File: src/rtl/aud_pkg.sv
// aud_pkg: shared state encoding and default sizes for the audio recorder and player
package aud_pkg;
  typedef enum logic [2:0] {S_IDLE, S_WAIT, S_SHIFT, S_WRITE, S_PAUSE} state_e;
  localparam int unsigned DEF_DATA_W = 16;
  localparam int unsigned DEF_ADDR_W = 20;
  localparam logic [DEF_ADDR_W-1:0] DEF_MAX_ADDR = 20'hFFFFF;
endpackage

File: src/rtl/aud_recorder_if.sv
// aud_recorder_if: SRAM write port carrying address, data and a one-cycle write strobe
interface aud_recorder_if import aud_pkg::*; #(
  parameter int unsigned DATA_W = DEF_DATA_W,
  parameter int unsigned ADDR_W = DEF_ADDR_W
);
  logic [ADDR_W-1:0] address;
  logic [DATA_W-1:0] data;
  logic wr;
  modport master (output address, data, wr);
  modport slave (input address, data, wr);
endinterface

File: src/rtl/i2s_deser.sv
// i2s_deser: I2S frame-start detect and MSB-first shift register with bit counter
module i2s_deser import aud_pkg::*; #(
  parameter int unsigned DATA_W = DEF_DATA_W
) (
  input  logic              i_clk,
  input  logic              i_rst_n,
  input  logic              i_en,
  input  logic              i_lrc,
  input  logic              i_dat,
  output logic              o_fs,
  output logic              o_last,
  output logic              o_sample_vld,
  output logic [DATA_W-1:0] o_sample
);
  localparam int unsigned CW = $clog2(DATA_W);
  logic lrc_q, lrc_d, vld_q, vld_d;
  logic [CW-1:0] bit_cnt_q, bit_cnt_d;
  logic [DATA_W-1:0] shreg_q, shreg_d;
  always_comb begin
    lrc_d = i_lrc;
    o_fs = lrc_q && !i_lrc;
    o_last = i_en && bit_cnt_q == CW'(DATA_W-1);
    vld_d = o_last;
    bit_cnt_d = i_en ? bit_cnt_q + 1'b1 : '0;
    shreg_d = i_en ? {shreg_q[DATA_W-2:0], i_dat} : shreg_q;
  end
  always_ff @(posedge i_clk or negedge i_rst_n)
    if (!i_rst_n) begin
      lrc_q <= 1'b1;
      vld_q <= 1'b0;
      bit_cnt_q <= '0;
      shreg_q <= '0;
    end else begin
      lrc_q <= lrc_d;
      vld_q <= vld_d;
      bit_cnt_q <= bit_cnt_d;
      shreg_q <= shreg_d;
    end
  assign o_sample_vld = vld_q;
  assign o_sample = shreg_q;
endmodule

File: src/rtl/aud_recorder.sv
// aud_recorder: captures left-channel I2S samples and emits one SRAM write per sample
module aud_recorder import aud_pkg::*; #(
  parameter int unsigned DATA_W = DEF_DATA_W,
  parameter int unsigned ADDR_W = DEF_ADDR_W,
  parameter logic [ADDR_W-1:0] MAX_ADDR = ADDR_W'(DEF_MAX_ADDR)
) (
  input  logic              i_clk,
  input  logic              i_rst_n,
  input  logic              i_init_done,
  input  logic              i_start,
  input  logic              i_pause,
  input  logic              i_stop,
  input  logic              i_lrc,
  input  logic              i_dat,
  aud_recorder_if.master    wr_if,
  output logic              o_busy,
  output logic              o_full,
  output logic [ADDR_W:0]   o_len
);
  localparam logic [ADDR_W:0] LEN_MAX = {1'b0, MAX_ADDR} + 1'b1;
  state_e state_q, state_d;
  logic [ADDR_W-1:0] addr_q, addr_d, o_address_q, o_address_d;
  logic [ADDR_W:0] len_q, len_d;
  logic [DATA_W-1:0] o_data_q, o_data_d, sample;
  logic full_q, full_d, stop_pend_q, stop_pend_d, pause_pend_q, pause_pend_d, o_wr_q, o_wr_d;
  logic fs, last, smp_vld, stop_ev, stop_now, pause_now, wr, keep;
  i2s_deser #(.DATA_W(DATA_W)) u_deser (
    .i_clk        (i_clk),
    .i_rst_n      (i_rst_n),
    .i_en         (state_q == S_SHIFT),
    .i_lrc        (i_lrc),
    .i_dat        (i_dat),
    .o_fs         (fs),
    .o_last       (last),
    .o_sample_vld (smp_vld),
    .o_sample     (sample)
  );
  always_comb begin
    stop_ev = i_stop || !i_init_done;
    stop_now = stop_pend_q || stop_ev;
    pause_now = pause_pend_q || i_pause;
    wr = state_q == S_WRITE && smp_vld;
    state_d = state_q;
    addr_d = addr_q;
    len_d = len_q;
    full_d = full_q;
    o_wr_d = wr;
    o_data_d = wr ? sample : o_data_q;
    o_address_d = wr ? addr_q : o_address_q;
    case (state_q)
      S_IDLE: if (i_start && i_init_done && !i_stop) begin
        state_d = S_WAIT;
        addr_d = '0;
        len_d = '0;
        full_d = 1'b0;
        o_address_d = '0;
      end
      S_WAIT: state_d = stop_ev ? S_IDLE : i_pause ? S_PAUSE : fs ? S_SHIFT : S_WAIT;
      S_SHIFT: state_d = last ? S_WRITE : S_SHIFT;
      S_WRITE: begin
        len_d = len_q == LEN_MAX ? len_q : len_q + 1'b1;
        full_d = full_q || addr_q == MAX_ADDR;
        addr_d = addr_q == MAX_ADDR ? addr_q : addr_q + 1'b1;
        state_d = (addr_q == MAX_ADDR || stop_now) ? S_IDLE : pause_now ? S_PAUSE : S_WAIT;
      end
      S_PAUSE: state_d = stop_ev ? S_IDLE : (i_start && !i_pause) ? S_WAIT : S_PAUSE;
      default: state_d = S_IDLE;
    endcase
    keep = state_d == S_SHIFT || state_d == S_WRITE;
    stop_pend_d = keep && stop_now;
    pause_pend_d = keep && pause_now;
  end
  always_ff @(posedge i_clk or negedge i_rst_n)
    if (!i_rst_n) begin
      state_q <= S_IDLE;
      addr_q <= '0;
      len_q <= '0;
      full_q <= 1'b0;
      stop_pend_q <= 1'b0;
      pause_pend_q <= 1'b0;
      o_wr_q <= 1'b0;
      o_data_q <= '0;
      o_address_q <= '0;
    end else begin
      state_q <= state_d;
      addr_q <= addr_d;
      len_q <= len_d;
      full_q <= full_d;
      stop_pend_q <= stop_pend_d;
      pause_pend_q <= pause_pend_d;
      o_wr_q <= o_wr_d;
      o_data_q <= o_data_d;
      o_address_q <= o_address_d;
    end
  assign wr_if.wr = o_wr_q;
  assign wr_if.data = o_data_q;
  assign wr_if.address = o_address_q;
  assign o_busy = state_q != S_IDLE;
  assign o_full = full_q;
  assign o_len = len_q;
endmodule
File: src/flat_wrapper.sv
// flat-port wrapper written by rule: the top's interface ports become plain ports
module aud_recorder_flat import aud_pkg::*;
#(
  parameter int unsigned DATA_W = DEF_DATA_W,
  parameter int unsigned ADDR_W = DEF_ADDR_W,
  parameter logic [ADDR_W-1:0] MAX_ADDR = ADDR_W'(DEF_MAX_ADDR)
)
  (i_clk, i_rst_n, i_init_done, i_start, i_pause, i_stop, i_lrc, i_dat, o_busy, o_full, o_len, wr_if_address, wr_if_data, wr_if_wr);
  aud_recorder_if #(.DATA_W(DATA_W), .ADDR_W(ADDR_W)) wr_if_i ();
  input  logic i_clk;
  input  logic i_rst_n;
  input  logic i_init_done;
  input  logic i_start;
  input  logic i_pause;
  input  logic i_stop;
  input  logic i_lrc;
  input  logic i_dat;
  output logic o_busy;
  output logic o_full;
  output logic [ADDR_W:0] o_len;
  output wire logic [$bits(wr_if_i.address)-1:0] wr_if_address;
  output wire logic [$bits(wr_if_i.data)-1:0] wr_if_data;
  output wire logic [$bits(wr_if_i.wr)-1:0] wr_if_wr;
  assign wr_if_address = wr_if_i.address;
  assign wr_if_data = wr_if_i.data;
  assign wr_if_wr = wr_if_i.wr;
  aud_recorder #(.DATA_W(DATA_W), .ADDR_W(ADDR_W), .MAX_ADDR(MAX_ADDR)) u_core (.i_clk(i_clk), .i_rst_n(i_rst_n), .i_init_done(i_init_done), .i_start(i_start), .i_pause(i_pause), .i_stop(i_stop), .i_lrc(i_lrc), .i_dat(i_dat), .wr_if(wr_if_i), .o_busy(o_busy), .o_full(o_full), .o_len(o_len));
endmodule
File: config.mk
export PLATFORM = sky130hd
export DESIGN_NAME = aud_recorder_flat
export DESIGN_NICKNAME = d
export VERILOG_FILES = /design/src/rtl/aud_pkg.sv /design/src/rtl/aud_recorder_if.sv /design/src/rtl/i2s_deser.sv /design/src/rtl/aud_recorder.sv /design/src/flat_wrapper.sv
export SDC_FILE = /design/constraint.sdc
export NUM_CORES = 1
export LEC_CHECK = 0
export ABC_CLOCK_PERIOD_IN_PS = 2300
export CORE_ASPECT_RATIO = 1.2
export CORE_MARGIN = 5
export CORE_UTILIZATION = 60
export CTS_BUF_LIST = sky130_fd_sc_hd__clkbuf_16
export CTS_CLUSTER_DIAMETER = 80
export DETAILED_ROUTE_END_ITERATION = 10
export DONT_BUFFER_PORTS = 1
export PLACE_DENSITY = 0.74
export SLEW_MARGIN = 30
export SYNTH_ARGS = -nofsm -noshare
export SYNTH_HDL_FRONTEND = slang
export SYNTH_SLANG_ARGS = --single-unit
File: constraint.sdc
create_clock -name i_clk -period 2.3 [get_ports i_clk]
set_clock_uncertainty 0.1 [all_clocks]
set_input_delay 0.345 -clock i_clk [delete_from_list [all_inputs] [get_ports i_clk]]
set_output_delay 0.345 -clock i_clk [all_outputs]
set_load 0.005 [all_outputs]
[Yosys cells after proc, flatten, opt, wreduce, memory -nomap -nowiden]
Cells that the tools add are included.
Operators by class
  mux-type cells: 22
  shifts and indexed selects: 0
  equality and inequality tests: 12
  divide/modulo/power cells: 0
  magnitude comparators: 0
  add/subtract/negate cells: 3
  multipliers: 0
  reduce and logical (&&, ||, !) cells: 24
  bitwise logic cells: 0
Operators by type and width (count)
  20-bit 2-to-1 mux: 5
  21-bit 2-to-1 mux: 2
  21-bit one-hot mux with 2 select lines: 1
  20-bit one-hot mux with 2 select lines: 1
  21-bit by 1-bit adder with 21-bit output (second input constant): 1
  21-bit equality test (second input constant): 1
  3-bit 2-to-1 mux: 7
  20-bit by 1-bit adder with 20-bit output (second input constant): 1
  20-bit equality test (second input constant): 1
  3-bit one-hot mux with 5 select lines: 1
  3-bit by 2-bit equality test with 1-bit output (second input constant): 4
  1-bit logical AND: 8
  1-bit logical OR: 6
  3-bit AND reduction: 2
  4-bit by 1-bit adder with 4-bit output (second input constant): 1
  4-bit equality test (second input constant): 1
  1-bit logical NOT: 4
  4-bit 2-to-1 mux: 1
  2-bit != test (second input constant): 2
  3-bit by 1-bit equality test with 1-bit output (second input constant): 1
  3-bit equality test (second input constant): 1
  3-bit logical NOT: 1
  3-bit nonzero test: 1
  1-bit 2-to-1 mux: 2
  other kinds (5): 5
Word-level totals
  memory bits (writable): 0
  memories kept: 0
  word-level logic and storage cells: 74
  bits in read-only memories: 0
  output and inout bits: 60
  register bits after elaboration: 106
  input port bits: 8
  latch bits: 0

[Longest topological paths before layout]
  word-level depth: 9
  gate-level depth with buffers: 9
  depth with buffers taken out: 7

[By module]
A second synthesis with hierarchy kept.
Second synthesis, totals
  cells, all modules: 504
  area total of the unflattened synthesis: 4993.5 sq um
Modules (own cells, without submodules)
  aud_recorder: seq. area each 2102.0 sq um, area each 4121.5 sq um, cells each 453, instances 1
  i2s_deser: seq. area each 551.8 sq um, area each 872.1 sq um, cells each 51, instances 1

[Worst setup path after synthesis]
OpenSTA, ideal clock, no wires.
  path type: register -> register
  from: register u_core.addr_q[0]
  to: register u_core.addr_q[4]
  setup time: 0.078 ns
  period minus slack after synthesis: 2.006 ns
  arrival time: 1.828 ns
  data required time: 2.122 ns
  slack: 0.294 ns
  cell stages (with the launch flop): 8
  path buffers: 1
  cell sequence: dfrtp_1 -> ha_1 -> nand4_1 -> or4_4 -> o21ai_2 -> buf_4 -> o21ai_1 -> a21oi_1
On the way
  longest elaborated chain between the ends: 3
  elaborated cells on any way between the ends: 6
  those cells by class: 1 x add/sub; 2 x eq/ne; 2 x mux; 1 x reduce/logical
Ends and longest elaborated chain
  start, declared: line aud_recorder.sv:22  | logic [ADDR_W-1:0] addr_q, addr_d, o_address_q, o_address_d;
  start signal, assigned: line aud_recorder.sv:86  | addr_q <= addr_d;
  20-bit by 1-bit adder with 20-bit output / 20-bit equality test (equally long branches): line aud_recorder.sv:63  | addr_d = addr_q == MAX_ADDR ? addr_q : addr_q + 1'b1;
  20-bit 2-to-1 mux / 2-bit != test (equally long branches)
  20-bit one-hot mux with 2 select lines / 3-bit AND reduction (equally long branches)
Several ways; a longest one is shown, not always the timed one. The select of a mux whose other input is x is not followed.
A chain may end at the register's enable or synchronous reset.

[Worst setup path after layout]
  from: register u_core.addr_q[0]
  to: register u_core.addr_q[2]
Same word-level chain as after synthesis.

==> results.md <==
* Status: complete, but fails checks
* Violated checks: negative hold slack
* Clock root cell: clkbuf_16
* DIE WIDTH at about 90 um
* Mux contribution to synthesized area at 0.232%
* Element type at the critical path start: flop
* Syn nets at between 500 and 600
* Post-Syn Instances at 526
* Critical path class: flop to flop
* Slew margin rel. at roughly three fifths
* XOR/XNOR share of the synthesized area at 3.07%
* Vias per cell at 5.95
* Synth top area cells: dfrtp_1 (54%), nand2_1 (12%), a21oi_1 (3.6%), nor2_1 (2.7%), nand4_1 (1.8%)
* Synth Area in Compound Gates at 10.0%
* Slowest stage delay, CP at between 0.6 and 0.7 ns
* Die Ht at roughly 110 um
* Post-synth top flop: dfrtp_1
* Min-Delay Path Class: input port to asynchronous set/reset pin
* Number of global-route vias before repair at between 3000 and 4000
* H-tree Lvls at 3
* Worst setup EP type: flop
* Part of the Yosys area used for sequential elements at between 50% and 60%
* GR Overflow Total at 0
* I/O pin cnt at a little under 70
* Total clock sinks at 106
* Fill cell count at ~650
* Async SR Flop Fraction at 100%
* Worst R2R End: u_core.addr_q[2]$_DFFE_PN0P_
* Antenna violations before repair at 0
* Synth Register Bits at between 100 and 150
* Antenna Cells at 0
* FP Rows at 36
* Final WL at 10600 um
* Power density cells at 696 nW/um2
* Clock Path Buffers at 2
* R2R Setup Slk at roughly 0.12 ns
* Final #Nets at approximately 550
* Initial core utilization at between 60% and 70%
* Final Max Slew Viols at 0
* Synth top area share at 54.2%
* Layout cell share with drive strength beyond 1 at a little over a tenth
* Area Growth Syn to Fin at 10.0%
* Largest family of logic cells by synthesized area: simple AND/OR/NAND/NOR gates
* CP Cell Sequence: ha_1, nand4_1, or4_4, o21ai_4, buf_6, o211ai_1, o31ai_1
* Adder-cell share of the synthesized area at 1.03%
* Hold-fix buffers, CTS at 1
* Starting DRC count in detailed routing at between 150 and 200
* Crit path max-delay family: simple AND/OR/NAND/NOR gates
* IO Port Bufs at 0
* First-pass GRT wire length at between 15000 and 20000 um
* Placer congestion estimate at between 0.8 and 0.9
* Syn_area_per_cell at around 9 um2
* DP Area at about 5000 um2
* Fin area at roughly 5300 um2
* Total CTS buffers at 9
* Post-synth top area cell: dfrtp_1
* Post-Syn Area at a little under 5000 um2
* CP max-delay cell: or4_4
* Crit-path max FO at 10
* YS warnings at 0
* Max Fclk at ~0.46 GHz
* Final hold slack at -0.400 ns
* Post-Synth Simple-Gate Area at between 20% and 30%
* Die area at 9990 um2
* RR Startpoint: u_core.addr_q[0]$_DFFE_PN0P_
* Buffer and inverter count on the worst path at 1
* Router iterations before antenna repair at 4
* Endpoints failing hold at between 100 and 150
* Max rail drop VDD at around 0.38 mV
* Netlist cell types at 56
* Worst slew pin tran at 0.589 ns
* Clk slew on worst S/H paths at 0.07 ns
* Worst EP arrival at about 2.3 ns
* Post-route ant nets at 0
* Crit share post-route at a little over nine tenths
* EDFF count, synth at 0
* RSZ-0062 raised after global routing: no
* Final Util at 66.6%
* Remaining DRCs at 0
* TritonCTS clock tree: built
* Core Region at 8020 um2
* Number of max-cap violations at 0
* Via count at around 3800
* Sum of negative setup slack at 0 ns
* Post-DP HPWL at 7260 um
* Worst-Skew Late Latency at 0.34 ns
* Placed Cells at between 600 and 700
* Lkg Pwr at about 2.5 nW
* DR WL/cell at 16.6 um
* CP required at 2.44 ns
* Non-Filler Instances at about 640
* Final setup viols at 0
* GRT Resource Usage Total at ~22%
* Largest net degree at the start of global routing at approximately 110
* Cell count of the worst reg-to-reg path at 7
* Tmin final at between 2 and 2.5 ns
area by class of cell:
class	count	area [um2]	area share, %
inverter	10	37.5	0.703
clock buffer	9	225	4.22
tap	95	119	2.23
sequential	106	2660	49.8
timing repair buffer	27	209	3.91
clock inverter	6	28.8	0.539
multi-input combinational	385	2060	38.6
state kept, by name (all words and copies together) (netlist names):
register,cells
u_core.wr_if.address,20
u_core.state_q,3
u_core.u_deser.o_sample,16
u_core.u_deser.bit_cnt_q,4
u_core.pause_pend_q,1
u_core.o_len,21
u_core.wr_if.wr,1
u_core.stop_pend_q,1
u_core.addr_q,20
u_core.u_deser.o_sample_vld,1
u_core.u_deser.lrc_q,1
u_core.wr_if.data,16
u_core.o_full,1
cell usage in the layout (no fill, tap or decap), drive strengths merged, types with 2 or more instances in the layout:
| master | n |
|---|---|
| nor2b | 2 |
| nand2 | 158 |
| nand3 | 18 |
| dfrtp | 105 |
| o31ai | 2 |
| o211ai | 6 |
| clkbuf | 9 |
| nor4 | 9 |
| nand4 | 15 |
| or3 | 14 |
| or4 | 8 |
| o21ai | 22 |
| xor2 | 10 |
| nor3 | 5 |
| and3 | 5 |
| inv | 13 |
| nor4b | 2 |
| clkinv | 3 |
| buf | 26 |
| a2111oi | 2 |
| ha | 4 |
| and2 | 3 |
| xnor2 | 7 |
| a21oi | 35 |
| o2111ai | 3 |
| nor2 | 35 |
| nand2b | 3 |
kinds of logic after synthesis:
kind of cell | count (synthesis)
buffers and inverters | 35
and+or+nand+nor | 282
adders and majority gates | 4
xor gates and xnor gates | 17
DFF | 106
muxes | 1
AOI/OAI and AO/OA | 81
cells in the mapped netlist, types with 9 or more instances:
library cell	count
nand2_1	158
dfrtp_1	105
a21oi_1	35
nor2_1	35
nand3_1	17
clkbuf_1	14
nand4_1	14
or3_1	14
o21ai_0	12
xor2_1	10
inv_1	9
o21ai_1	9
timing repair:
action / in CTS / in global routing
endpoints found under the setup margin: 0 / 20
resized for setup: 0 / 11
hold endpoints to repair: 107 / 106
setup buffers: 0 / 3
layer usage:
metal / up-vias / part of all wire, % / GRT usage (%)
li1: 1815 / - / -
met1: 1868 / 42 / 26.0
met2: 97 / 50 / 37.9
met3: 15 / 5.7 / 5.98
met4: 0 / 1.6 / 9.24
met5: - / 0 / 0
how the worst max path moves through the flow:
| stage | from | endpoint | slack (ns) | cells past startpoint |
|---|---|---|---|---|
| finish | u_core.addr_q[0]$_DFFE_PN0P_ | u_core.addr_q[2]$_DFFE_PN0P_ | 0.12 | 7 |
| global route | u_core.addr_q[0]$_DFFE_PN0P_ | u_core.addr_q[2]$_DFFE_PN0P_ | 0.02 | 7 |
| CTS | u_core.state_q[1]$_DFF_PN0_ | u_core.addr_q[17]$_DFFE_PN0P_ | 0.03 | 5 |
| detailed placement | u_core.state_q[2]$_DFF_PN0_ | u_core.addr_q[17]$_DFFE_PN0P_ | 0.04 | 5 |
| global placement | u_core.state_q[1]$_DFF_PN0_ | u_core.addr_q[17]$_DFFE_PN0P_ | 0.16 | 5 |
| floorplan | u_core.addr_q[0]$_DFFE_PN0P_ | u_core.addr_q[4]$_DFFE_PN0P_ | 0.29 | 7 |
per-stage QoR:
| stage | power [mW] | setup slack [ns] |
|---|---|---|
| after global placement | 2.38 | 0.158 |
| after floorplan | 2.32 | 0.294 |
| after global routing | 3.88 | 0.0188 |
| final | 3.71 | 0.125 |
| after detailed placement | 2.40 | 0.0430 |
| after CTS | 3.74 | 0.0343 |
where the power goes:
| part | total, mW | internal, mW | switching, mW |
|---|---|---|---|
| clock | 1.34 | 0.712 | 0.631 |
| sequential | 2.13 | 2.01 | 0.121 |
| combinational | 0.242 | 0.102 | 0.140 |
(Power assumes the default switching activity.)
